### src/rtl/packet_router_pkg.sv
`default_nettype none
// ============================================================================
//  Module      : packet_router_pkg
//  Description : Shared constants for the packet router CSR block: register
//                byte offsets, CTRL bit positions, AXI response codes and the
//                read/write channel state encodings.
//  Revision    : 1.0 - initial release
// ============================================================================
package packet_router_pkg;

    // Register byte offsets (word aligned)
    localparam logic [31:0] REG_ID_OFFS      = 32'h0000_0000;
    localparam logic [31:0] REG_CTRL_OFFS    = 32'h0000_0004;
    localparam logic [31:0] REG_SCRATCH_OFFS = 32'h0000_0008;
    localparam logic [31:0] REG_DROP_OFFS    = 32'h0000_000C;
    localparam logic [31:0] REG_OUT_BASE     = 32'h0000_0010;

    // CTRL register bit positions
    localparam int CTRL_CLEAR_BIT = 0;
    localparam int CTRL_SNAP_BIT  = 1;

    // AXI response codes
    localparam logic [1:0] RESP_OKAY   = 2'b00;
    localparam logic [1:0] RESP_SLVERR = 2'b10;

    typedef enum logic [0:0] {
        RD_IDLE = 1'b0,
        RD_RESP = 1'b1
    } rd_state_t;

    typedef enum logic [1:0] {
        WR_IDLE    = 2'b00,
        WR_HAVE_AW = 2'b01,
        WR_HAVE_W  = 2'b10,
        WR_RESP    = 2'b11
    } wr_state_t;

    // Only CTRL and SCRATCH accept writes; everything else answers SLVERR.
    function automatic logic wr_target_ok(input logic [31:0] addr);
        return (addr == REG_CTRL_OFFS) || (addr == REG_SCRATCH_OFFS);
    endfunction

endpackage
`default_nettype wire

### src/rtl/axil_wr_join.sv
`default_nettype none
// ============================================================================
//  Module      : axil_wr_join
//  Description : Accepts AXI-Lite AW and W beats independently (either order
//                or together), emits a single-cycle commit strobe with the
//                joined address/data/strobe, then holds the B response until
//                the master takes it.
//  Revision    : 1.0 - initial release
// ============================================================================
module axil_wr_join
    import packet_router_pkg::*;
(
    input  logic        clk,
    input  logic        reset,
    input  logic [31:0] i_awaddr,
    input  logic        i_awvalid,
    output logic        o_awready,
    input  logic [31:0] i_wdata,
    input  logic [3:0]  i_wstrb,
    input  logic        i_wvalid,
    output logic        o_wready,
    output logic [1:0]  o_bresp,
    output logic        o_bvalid,
    input  logic        i_bready,
    output logic        o_commit,
    output logic [31:0] o_commit_addr,
    output logic [31:0] o_commit_data,
    output logic [3:0]  o_commit_strb,
    input  logic [1:0]  i_commit_resp
);

    wr_state_t   r_state;
    logic        r_awready;
    logic        r_wready;
    logic        r_bvalid;
    logic [1:0]  r_bresp;
    logic [31:0] r_awaddr;
    logic [31:0] r_wdata;
    logic [3:0]  r_wstrb;

    logic w_aw_hs;
    logic w_w_hs;
    logic w_aw_avail;
    logic w_w_avail;

    assign w_aw_hs    = i_awvalid & r_awready;
    assign w_w_hs     = i_wvalid  & r_wready;
    // A beat is available if it was captured earlier or is handshaking now
    assign w_aw_avail = (r_state == WR_HAVE_AW) | w_aw_hs;
    assign w_w_avail  = (r_state == WR_HAVE_W)  | w_w_hs;

    assign o_commit      = w_aw_avail & w_w_avail;
    assign o_commit_addr = (r_state == WR_HAVE_AW) ? r_awaddr : i_awaddr;
    assign o_commit_data = (r_state == WR_HAVE_W)  ? r_wdata  : i_wdata;
    assign o_commit_strb = (r_state == WR_HAVE_W)  ? r_wstrb  : i_wstrb;

    assign o_awready = r_awready;
    assign o_wready  = r_wready;
    assign o_bvalid  = r_bvalid;
    assign o_bresp   = r_bresp;

    // Write channel FSM: capture AW/W, commit when both present, hold B
    always_ff @(posedge clk or posedge reset) begin
        if (reset) begin
            r_state   <= WR_IDLE;
            r_awready <= 1'b1;
            r_wready  <= 1'b1;
            r_bvalid  <= 1'b0;
            r_bresp   <= RESP_OKAY;
            r_awaddr  <= '0;
            r_wdata   <= '0;
            r_wstrb   <= '0;
        end else begin
            case (r_state)
                WR_IDLE, WR_HAVE_AW, WR_HAVE_W: begin
                    if (o_commit) begin
                        r_state   <= WR_RESP;
                        r_awready <= 1'b0;
                        r_wready  <= 1'b0;
                        r_bvalid  <= 1'b1;
                        r_bresp   <= i_commit_resp;
                    end else if (w_aw_hs) begin
                        r_awaddr  <= i_awaddr;
                        r_awready <= 1'b0;
                        r_state   <= WR_HAVE_AW;
                    end else if (w_w_hs) begin
                        r_wdata   <= i_wdata;
                        r_wstrb   <= i_wstrb;
                        r_wready  <= 1'b0;
                        r_state   <= WR_HAVE_W;
                    end
                end
                WR_RESP: begin
                    if (i_bready) begin
                        r_bvalid  <= 1'b0;
                        r_awready <= 1'b1;
                        r_wready  <= 1'b1;
                        r_state   <= WR_IDLE;
                    end
                end
                default: r_state <= WR_IDLE;
            endcase
        end
    end

endmodule
`default_nettype wire

### src/rtl/packet_router_csr.sv
`default_nettype none
// ============================================================================
//  Module      : packet_router_csr
//  Description : AXI4-Lite control/status block for the N-output packet
//                router. ID / CTRL / SCRATCH / DROP / OUT_i register map,
//                SLVERR on unmapped or misaligned access, counter-clear pulse.
//                Optional feature macro PKT_ROUTER_CSR_SNAPSHOT_EN adds shadow
//                registers so counters can be frozen atomically via CTRL bit1.
//  Revision    : 1.0 - initial release
// ============================================================================
module packet_router_csr
    import packet_router_pkg::*;
#(
    parameter int          NUM_OUTPUTS = 2,
    parameter int          ADDR_WIDTH  = 12,
    parameter logic [31:0] ID_VALUE    = 32'h5052_0002
) (
    input  logic                      clk,
    input  logic                      reset,
    input  logic [31:0]               s_axil_awaddr,
    input  logic                      s_axil_awvalid,
    output logic                      s_axil_awready,
    input  logic [31:0]               s_axil_wdata,
    input  logic [3:0]                s_axil_wstrb,
    input  logic                      s_axil_wvalid,
    output logic                      s_axil_wready,
    output logic [1:0]                s_axil_bresp,
    output logic                      s_axil_bvalid,
    input  logic                      s_axil_bready,
    input  logic [31:0]               s_axil_araddr,
    input  logic                      s_axil_arvalid,
    output logic                      s_axil_arready,
    output logic [31:0]               s_axil_rdata,
    output logic [1:0]                s_axil_rresp,
    output logic                      s_axil_rvalid,
    input  logic                      s_axil_rready,
    input  logic [32*NUM_OUTPUTS-1:0] pkt_count_out,
    input  logic [31:0]               pkt_count_drop,
    output logic                      clear_counters
);

    // Address bits above ADDR_WIDTH are ignored by masking them away
    localparam logic [31:0] c_addr_mask = (ADDR_WIDTH >= 32) ? 32'hFFFF_FFFF
                                        : ((32'd1 << ADDR_WIDTH) - 32'd1);

    // ------------------------------------------------------------------
    // Write path
    // ------------------------------------------------------------------
    logic        w_commit;
    logic [31:0] w_commit_addr;
    logic [31:0] w_commit_data;
    logic [3:0]  w_commit_strb;
    logic [31:0] w_wr_addr;
    logic [1:0]  w_wr_resp;
    logic        w_ctrl_wr;

    assign w_wr_addr = w_commit_addr & c_addr_mask;
    assign w_wr_resp = wr_target_ok(w_wr_addr) ? RESP_OKAY : RESP_SLVERR;
    assign w_ctrl_wr = w_commit && (w_wr_addr == REG_CTRL_OFFS);

    axil_wr_join u_wr_join (
        .clk           (clk),
        .reset         (reset),
        .i_awaddr      (s_axil_awaddr),
        .i_awvalid     (s_axil_awvalid),
        .o_awready     (s_axil_awready),
        .i_wdata       (s_axil_wdata),
        .i_wstrb       (s_axil_wstrb),
        .i_wvalid      (s_axil_wvalid),
        .o_wready      (s_axil_wready),
        .o_bresp       (s_axil_bresp),
        .o_bvalid      (s_axil_bvalid),
        .i_bready      (s_axil_bready),
        .o_commit      (w_commit),
        .o_commit_addr (w_commit_addr),
        .o_commit_data (w_commit_data),
        .o_commit_strb (w_commit_strb),
        .i_commit_resp (w_wr_resp)
    );

    logic [31:0] r_scratch;
    logic        r_clear;

    // SCRATCH register, byte-enabled by wstrb
    always_ff @(posedge clk or posedge reset) begin
        if (reset) begin
            r_scratch <= '0;
        end else if (w_commit && (w_wr_addr == REG_SCRATCH_OFFS)) begin
            for (int b = 0; b < 4; b++) begin
                if (w_commit_strb[b]) begin
                    r_scratch[8*b +: 8] <= w_commit_data[8*b +: 8];
                end
            end
        end
    end

    // Clear pulse appears the cycle after the CTRL write commits
    always_ff @(posedge clk or posedge reset) begin
        if (reset) begin
            r_clear <= 1'b0;
        end else begin
            r_clear <= w_ctrl_wr && w_commit_data[CTRL_CLEAR_BIT];
        end
    end

    assign clear_counters = r_clear;

    // ------------------------------------------------------------------
    // Counter sources seen by the read mux (live or snapshot)
    // ------------------------------------------------------------------
    logic [31:0] w_rd_out [NUM_OUTPUTS];
    logic [31:0] w_rd_drop;

`ifdef PKT_ROUTER_CSR_SNAPSHOT_EN
    logic        w_snap;
    logic [31:0] r_shadow_drop;

    // Snapshot happens on the commit edge, so it sees pre-clear values
    assign w_snap = w_ctrl_wr && w_commit_data[CTRL_SNAP_BIT];

    // Drop counter shadow
    always_ff @(posedge clk or posedge reset) begin
        if (reset) begin
            r_shadow_drop <= '0;
        end else if (w_snap) begin
            r_shadow_drop <= pkt_count_drop;
        end
    end

    assign w_rd_drop = r_shadow_drop;
`else
    assign w_rd_drop = pkt_count_drop;
`endif

    for (genvar gi = 0; gi < NUM_OUTPUTS; gi++) begin : g_out
`ifdef PKT_ROUTER_CSR_SNAPSHOT_EN
        logic [31:0] r_shadow;

        // Per-output shadow register
        always_ff @(posedge clk or posedge reset) begin
            if (reset) begin
                r_shadow <= '0;
            end else if (w_snap) begin
                r_shadow <= pkt_count_out[32*gi +: 32];
            end
        end

        assign w_rd_out[gi] = r_shadow;
`else
        assign w_rd_out[gi] = pkt_count_out[32*gi +: 32];
`endif
    end

    // ------------------------------------------------------------------
    // Read path
    // ------------------------------------------------------------------
    logic [31:0] w_rd_addr;
    logic [31:0] w_rd_data;
    logic [1:0]  w_rd_resp;

    assign w_rd_addr = s_axil_araddr & c_addr_mask;

    // Address decode for reads; unmapped or misaligned returns SLVERR with 0
    always_comb begin
        w_rd_data = '0;
        w_rd_resp = RESP_SLVERR;
        if (w_rd_addr[1:0] == 2'b00) begin
            case (w_rd_addr)
                REG_ID_OFFS: begin
                    w_rd_data = ID_VALUE;
                    w_rd_resp = RESP_OKAY;
                end
                REG_CTRL_OFFS: begin
                    w_rd_resp = RESP_OKAY;
                end
                REG_SCRATCH_OFFS: begin
                    w_rd_data = r_scratch;
                    w_rd_resp = RESP_OKAY;
                end
                REG_DROP_OFFS: begin
                    w_rd_data = w_rd_drop;
                    w_rd_resp = RESP_OKAY;
                end
                default: begin
                    for (int i = 0; i < NUM_OUTPUTS; i++) begin
                        if (w_rd_addr == (REG_OUT_BASE + 32'(4*i))) begin
                            w_rd_data = w_rd_out[i];
                            w_rd_resp = RESP_OKAY;
                        end
                    end
                end
            endcase
        end
    end

    rd_state_t   r_rd_state;
    logic        r_arready;
    logic        r_rvalid;
    logic [31:0] r_rdata;
    logic [1:0]  r_rresp;

    // Read channel FSM: sample register on AR handshake, hold R until taken
    always_ff @(posedge clk or posedge reset) begin
        if (reset) begin
            r_rd_state <= RD_IDLE;
            r_arready  <= 1'b1;
            r_rvalid   <= 1'b0;
            r_rdata    <= '0;
            r_rresp    <= RESP_OKAY;
        end else begin
            case (r_rd_state)
                RD_IDLE: begin
                    if (s_axil_arvalid && r_arready) begin
                        r_rdata    <= w_rd_data;
                        r_rresp    <= w_rd_resp;
                        r_arready  <= 1'b0;
                        r_rvalid   <= 1'b1;
                        r_rd_state <= RD_RESP;
                    end
                end
                RD_RESP: begin
                    if (s_axil_rready) begin
                        r_rvalid   <= 1'b0;
                        r_arready  <= 1'b1;
                        r_rd_state <= RD_IDLE;
                    end
                end
                default: r_rd_state <= RD_IDLE;
            endcase
        end
    end

    assign s_axil_arready = r_arready;
    assign s_axil_rvalid  = r_rvalid;
    assign s_axil_rdata   = r_rdata;
    assign s_axil_rresp   = r_rresp;

endmodule
`default_nettype wire
### config.mk
export PLATFORM = sky130hd
export DESIGN_NAME = packet_router_csr
export DESIGN_NICKNAME = d
export VERILOG_FILES = /design/src/rtl/packet_router_pkg.sv /design/src/rtl/axil_wr_join.sv /design/src/rtl/packet_router_csr.sv
export SDC_FILE = /design/constraint.sdc
export NUM_CORES = 1
export LEC_CHECK = 0
export ABC_AREA = 1
export BUFFER_PORTS_ARGS = -buffer_cell sky130_fd_sc_hd__buf_2
export CORE_MARGIN = 1
export CORE_UTILIZATION = 48
export DETAILED_ROUTE_END_ITERATION = 10
export PLACE_DENSITY_LB_ADDON = 0.08
export SYNTH_ARGS = -nofsm -noshare
export SYNTH_HDL_FRONTEND = slang
export SYNTH_HIERARCHICAL = 1
export SYNTH_SLANG_ARGS = --single-unit
### constraint.sdc
create_clock -name clk -period 2 [get_ports clk]
set_input_delay 0.2 -clock clk [delete_from_list [all_inputs] [get_ports clk]]
set_output_delay 0.2 -clock clk [all_outputs]
set_load 0.005 [all_outputs]
Word level (Yosys, flattened, before mapping)
Index checks and enable logic that the tools add are counted.
{ "word_totals": {"reg_bits": 125, "input_bits": 203} }
{ "op_classes": {"n_reduce_logical": 23, "n_bitwise": 8, "eq_ne": 18, "muxes": 37} }
{ "op_table": {"columns": ["cell", "n"], "rows": [
  ["$mux W32", 4],
  ["$pmux W32 S4", 1],
  ["$eq A12 B4 Y1 const B", 3],
  ["$logic_not A32 Y1", 1],
  ["$eq A12 B3 Y1 const B", 2],
  ["$eq A12 B5 Y1 const B", 2],
  ["$reduce_and A2 Y1", 10],
  ["$mux W2", 9],
  ["$mux W1", 14],
  ["$mux W12", 1],
  ["$pmux W1 S2", 6],
  ["$ne A2 B2 Y1 const B", 4],
  ["$ne A3 B2 Y1 const B", 2],
  ["$reduce_and A3 Y1", 2],
  ["$eq A2 B2 Y1 const B", 2],
  ["$logic_and A1 B1 Y1", 4],
  ["$logic_not A2 Y1", 2],
  ["$mux W4", 1],
  ["$ne A4 B2 Y1 const B", 1],
  ["$pmux W2 S2", 1],
  ["$reduce_and A4 Y1", 1],
  ["$reduce_or A4 Y1", 1],
  ["$and A1 B1 Y1", 3],
  ["$ne A3 B3 Y1 const B", 1],
  ["other kinds (5)", 8]
]} }

Longest topological paths before layout
{ "logic_depth": {"ltp_word": 5, "mapped_depth": 14, "depth_no_buf": 13} }

By module
The synthesis kept the hierarchy.
{ "by_module_without_submodules": {"columns": ["mod", "cells_each", "n_inst", "area_per_inst_um2"], "rows": [
  ["packet_router_csr", 605, 1, 4260.3],
  ["axil_wr_join", 481, 1, 3792.4]
]} }

Least setup slack after synthesis
No wires, ideal clock.
{ "synth_timing": {"path_type": "register -> register", "startpoint": "register u_wr_join.r_state[1]", "endpoint": "register r_scratch[1]", "t_arrival_ps": 1950, "setup_ps": 65, "path_stages_with_launch": 14, "n_path_buf": 2, "required_time_ps": 1935, "slack_ps": -15, "cell_sequence": "dfrtp_1 > inv_1 > nand2_1 > buf_4 > buf_2 > a21oi_1 > nand2_1 > nor3_1 > nand3_1 > inv_2 > nand2_1 > inv_2 > nand2_1 > nand2_1"} }
{ "synth_between": {"elab_chain_cells": 5} }
{ "synth_lines": {"columns": ["element", "line", "rtl"], "rows": [
  ["from (decl)", "axil_wr_join.sv:32", "wr_state_t r_state;"],
  ["from (signal assigned)", "axil_wr_join.sv:65", "r_state <= WR_IDLE;"],
  ["from (signal assigned)", "axil_wr_join.sv:77", "r_state <= WR_RESP;"],
  ["from (signal assigned)", "axil_wr_join.sv:85", "r_state <= WR_HAVE_AW;"],
  ["$eq A2 B1 Y1", "axil_wr_join.sv:53", "assign o_commit_addr = (r_state == WR_HAVE_AW) ? r_awaddr : i_awaddr;"],
  ["$mux W12", "axil_wr_join.sv:53", null],
  ["via w_commit_addr[3]", "packet_router_csr.sv:50", "logic [31:0] w_commit_addr;"],
  ["$eq A12 B4 Y1", "packet_router_csr.sv:88", "end else if (w_commit && (w_wr_addr == REG_SCRATCH_OFFS)) begin"],
  ["$logic_and A1 B1 Y1", "packet_router_csr.sv:88", null],
  ["$reduce_and A2 Y1 (no line)", null, null],
  ["to (signal, indexed assignment)", "packet_router_csr.sv:91", "r_scratch[8*b +: 8] <= w_commit_data[8*b +: 8];"],
  ["to (decl)", "packet_router_csr.sv:81", "logic [31:0] r_scratch;"]
]} }
The timed path passes the listed nets, and every way through them passes these cells.
A chain may end at the register's enable or synchronous reset.

Worst setup path in the final report
{ "layout_timing": {"startpoint": "register u_wr_join.r_state[1]", "endpoint": "register r_scratch[12]"} }
The elaborated chain is that of the path after synthesis.

==> flow_summary.json <==
{
  "p_leak_nw": 5.05,
  "cp_top_family": "simple AND/OR/NAND/NOR gates",
  "grt_pass1_vias": 5729,
  "top_layer_used": "met4",
  "hold_viol": 0,
  "die_h_um": 123,
  "grt_pass1_wl_mm": 27.3,
  "swShare_pct": 22.8,
  "vias": 6490,
  "cts_tree": "built",
  "cp_common_cell": "nand2_1",
  "min_period_ns": 1.84,
  "worst_pin_slew_ns": 0.555,
  "cp.arrival_ns": 2.13,
  "slowest_delay_ns": 0.37,
  "power_density_mw_per_mm2": 671,
  "vias_per_cell": 4.83,
  "htreeDepth": 4,
  "post_drt_wl_per_cell_um": 12.8,
  "m1WireLength_mm": 8.27,
  "die_width_um": 123,
  "final_cells": 1345,
  "setup_tns_ns": 0,
  "finalWeightedCongestion": 0.843,
  "wl_met3_mm": 1.29,
  "hold_ws_ns": 0.0530,
  "p_seq_share_pct": 44.4,
  "yosys_warnings": 6,
  "syn-cell-area_mm2": 0.00704,
  "hold_class": "primary input to flip-flop",
  "clkSinkCount": 124,
  "area_growth_pct": 23.2,
  "final_nets": 1356,
  "coreArea_mm2": 0.0141,
  "final_util_pct": 61.5,
  "clockPowerShare_pct": 46.1,
  "antenna_found_initial": 3,
  "cts_setup_buffers": 0,
  "place_ws_ns": 0.0378,
  "ff2ff_setup_slack_ns": 0.16,
  "crit_chain": "inv_1 -> nand2_1 -> buf_12 -> nor2_1 -> a21oi_1 -> nor2_1 -> nand2_1 -> nor2_2 -> nand3_1 -> inv_2 -> nand2_2 -> buf_4 -> nand2_1 -> nand2_1",
  "numPortBuffers": 203,
  "slew_headroom_pct": 63.0,
  "finalPower_mw": 5.82,
  "comb_power_share_pct": 9.5,
  "wl_mm": 17.2,
  "switching_power_mw": 1.33,
  "overflow": 0,
  "syn_inst": 966,
  "track_usage_pct": 23.5,
  "die-area_mm2": 0.0151,
  "grt_max_degree": 73,
  "fin_skew_ns": 0.00439,
  "layout-drive-gt1-share_pct": 27.4,
  "io_pins": 245,
  "min_period_over_period_pct": 92.0,
  "dpl-instance-area_mm2": 0.00810,
  "drt_iter0_drc": 320,
  "fin_area_mm2": 0.00867,
  "cp.required_ns": 2.29,
  "cp_slowest_cell": "dfrtp_1",
  "syn-mean-instance-area_um2": 7.28,
  "filler_cell_count": 1351,
  "cts_buffers": 17,
  "clkTransAtPathRegs_ns": 0.05,
  "placedCellCount": 1312,
  "route.detailed.drc": 0,
  "layout_setup_ws_ns": 0.160,
  "clk_path_buf_depth": 2,
  "hpwl_mm": 12.7,
  "crit_path_end_kind": "flip-flop",
  "rsz0062_at_grt": "yes",
  "status": "complete, no violations",
  "firstDrtPassIters": 4,
  "cp_num_buf_inv": 4,
  "clkLatencyLatePin_ns": 0.41,
  "antenna_left": 0,
  "clockRootBuffer": "clkbuf_16",
  "p_int_mw": 4.49,
  "max_freq_mhz": 543,
  "num_rows": 43,
  "start_util_pct": 49.9,
  "setup_violations": 0,
  "path_max_fanout": 25,
  "wl_met2_mm": 7.41,
  "startpoint_type": "flip-flop",
  "peakVddDrop_uv": 434,
  "critPathKind": "flip-flop to flip-flop",
  "maxCapViolations": 0,
  "slew_violations": 0
}
## final cells by class
type	count	area (um2)	area share, %
Tap cell	180	225	2.60
Clock buffer	26	509	5.87
Multi-Input combinational cell	688	3190	36.8
Clock inverter	2	10.0	0.115
Antenna cell	3	7.51	0.0866
Inverter	96	369	4.26
Timing Repair Buffer	226	1260	14.5
Sequential cell	124	3110	35.8
## layer usage
metal,global-route usage (%),vias up
met1,32.7,2843
met4,7.45,0
met2,35.8,185
li1,-,3444
met5,0,-
met3,6.09,18
## path summary, 6_finish.rpt
kind,start,to,cells after the start
max,u_wr_join/r_state[1],r_scratch[12],14
min,s_axil_wdata[19],u_wr_join/r_wdata[19],3
max reg2reg,u_wr_join/r_state[1],r_scratch[12],14
min reg2reg,s_axil_rdata[9],s_axil_rdata[9],2
max in group asynchronous,reset,s_axil_arready,4
min in group asynchronous,reset,u_wr_join/r_wdata[24],3
## flip-flops by register name (all words and copies together) (netlist names)
| name | cells |
|---|---|
| u_wr_join/o_bvalid | 1 |
| u_wr_join/r_state | 2 |
| r_rd_state | 1 |
| u_wr_join/r_wdata | 32 |
| u_wr_join/r_wstrb | 4 |
| r_scratch | 32 |
| s_axil_rdata | 32 |
| s_axil_rresp | 1 |
| u_wr_join/r_awaddr | 12 |
| u_wr_join/o_wready | 1 |
| u_wr_join/o_bresp | 2 |
| s_axil_rvalid | 1 |
| clear_counters | 1 |
| u_wr_join/o_awready | 1 |
| s_axil_arready | 1 |
## what timing repair did
action	CTS	global route
hold buffers	2	0
endpoints found under the hold margin	78	0
setup endpoints to repair	0	32
resized for setup	0	10
## worst register-to-register path, stage by stage, from the launching register on
cell and delay [ns]:
dfrtp_1 0.37, inv_1 0.05, nand2_1 0.07, buf_12 0.16, nor2_1 0.09, a21oi_1 0.04
nor2_1 0.10, nand2_1 0.07, nor2_2 0.14, nand3_1 0.10, inv_2 0.14, nand2_2 0.09
buf_4 0.17, nand2_1 0.06, nand2_1 0.06
## power groups by stage
| stage | logic, mW | clock network, mW | registers, mW |
|---|---|---|---|
| floorplan | 0.296 | 0 | 2.63 |
| global placement | 0.553 | 0 | 2.62 |
| detailed placement | 0.554 | 0 | 2.63 |
| CTS | 0.559 | 2.75 | 2.58 |
| global route | 0.625 | 2.86 | 2.59 |
| finish | 0.552 | 2.68 | 2.58 |
## placed cells by master, fill, tap and decap left out, types with 5 or more instances in the layout
master / instances
dfrtp_1: 121
o21ai_2: 11
clkbuf_8: 5
a21oi_1: 47
buf_12: 5
inv_1: 84
buf_4: 16
nor2_2: 21
nand2_2: 7
clkbuf_16: 17
buf_2: 203
inv_2: 8
nor2_1: 90
nand2_1: 269
o21ai_0: 39
nor2_4: 6
nand3_1: 179
Power figures use the tool's default switching activity.
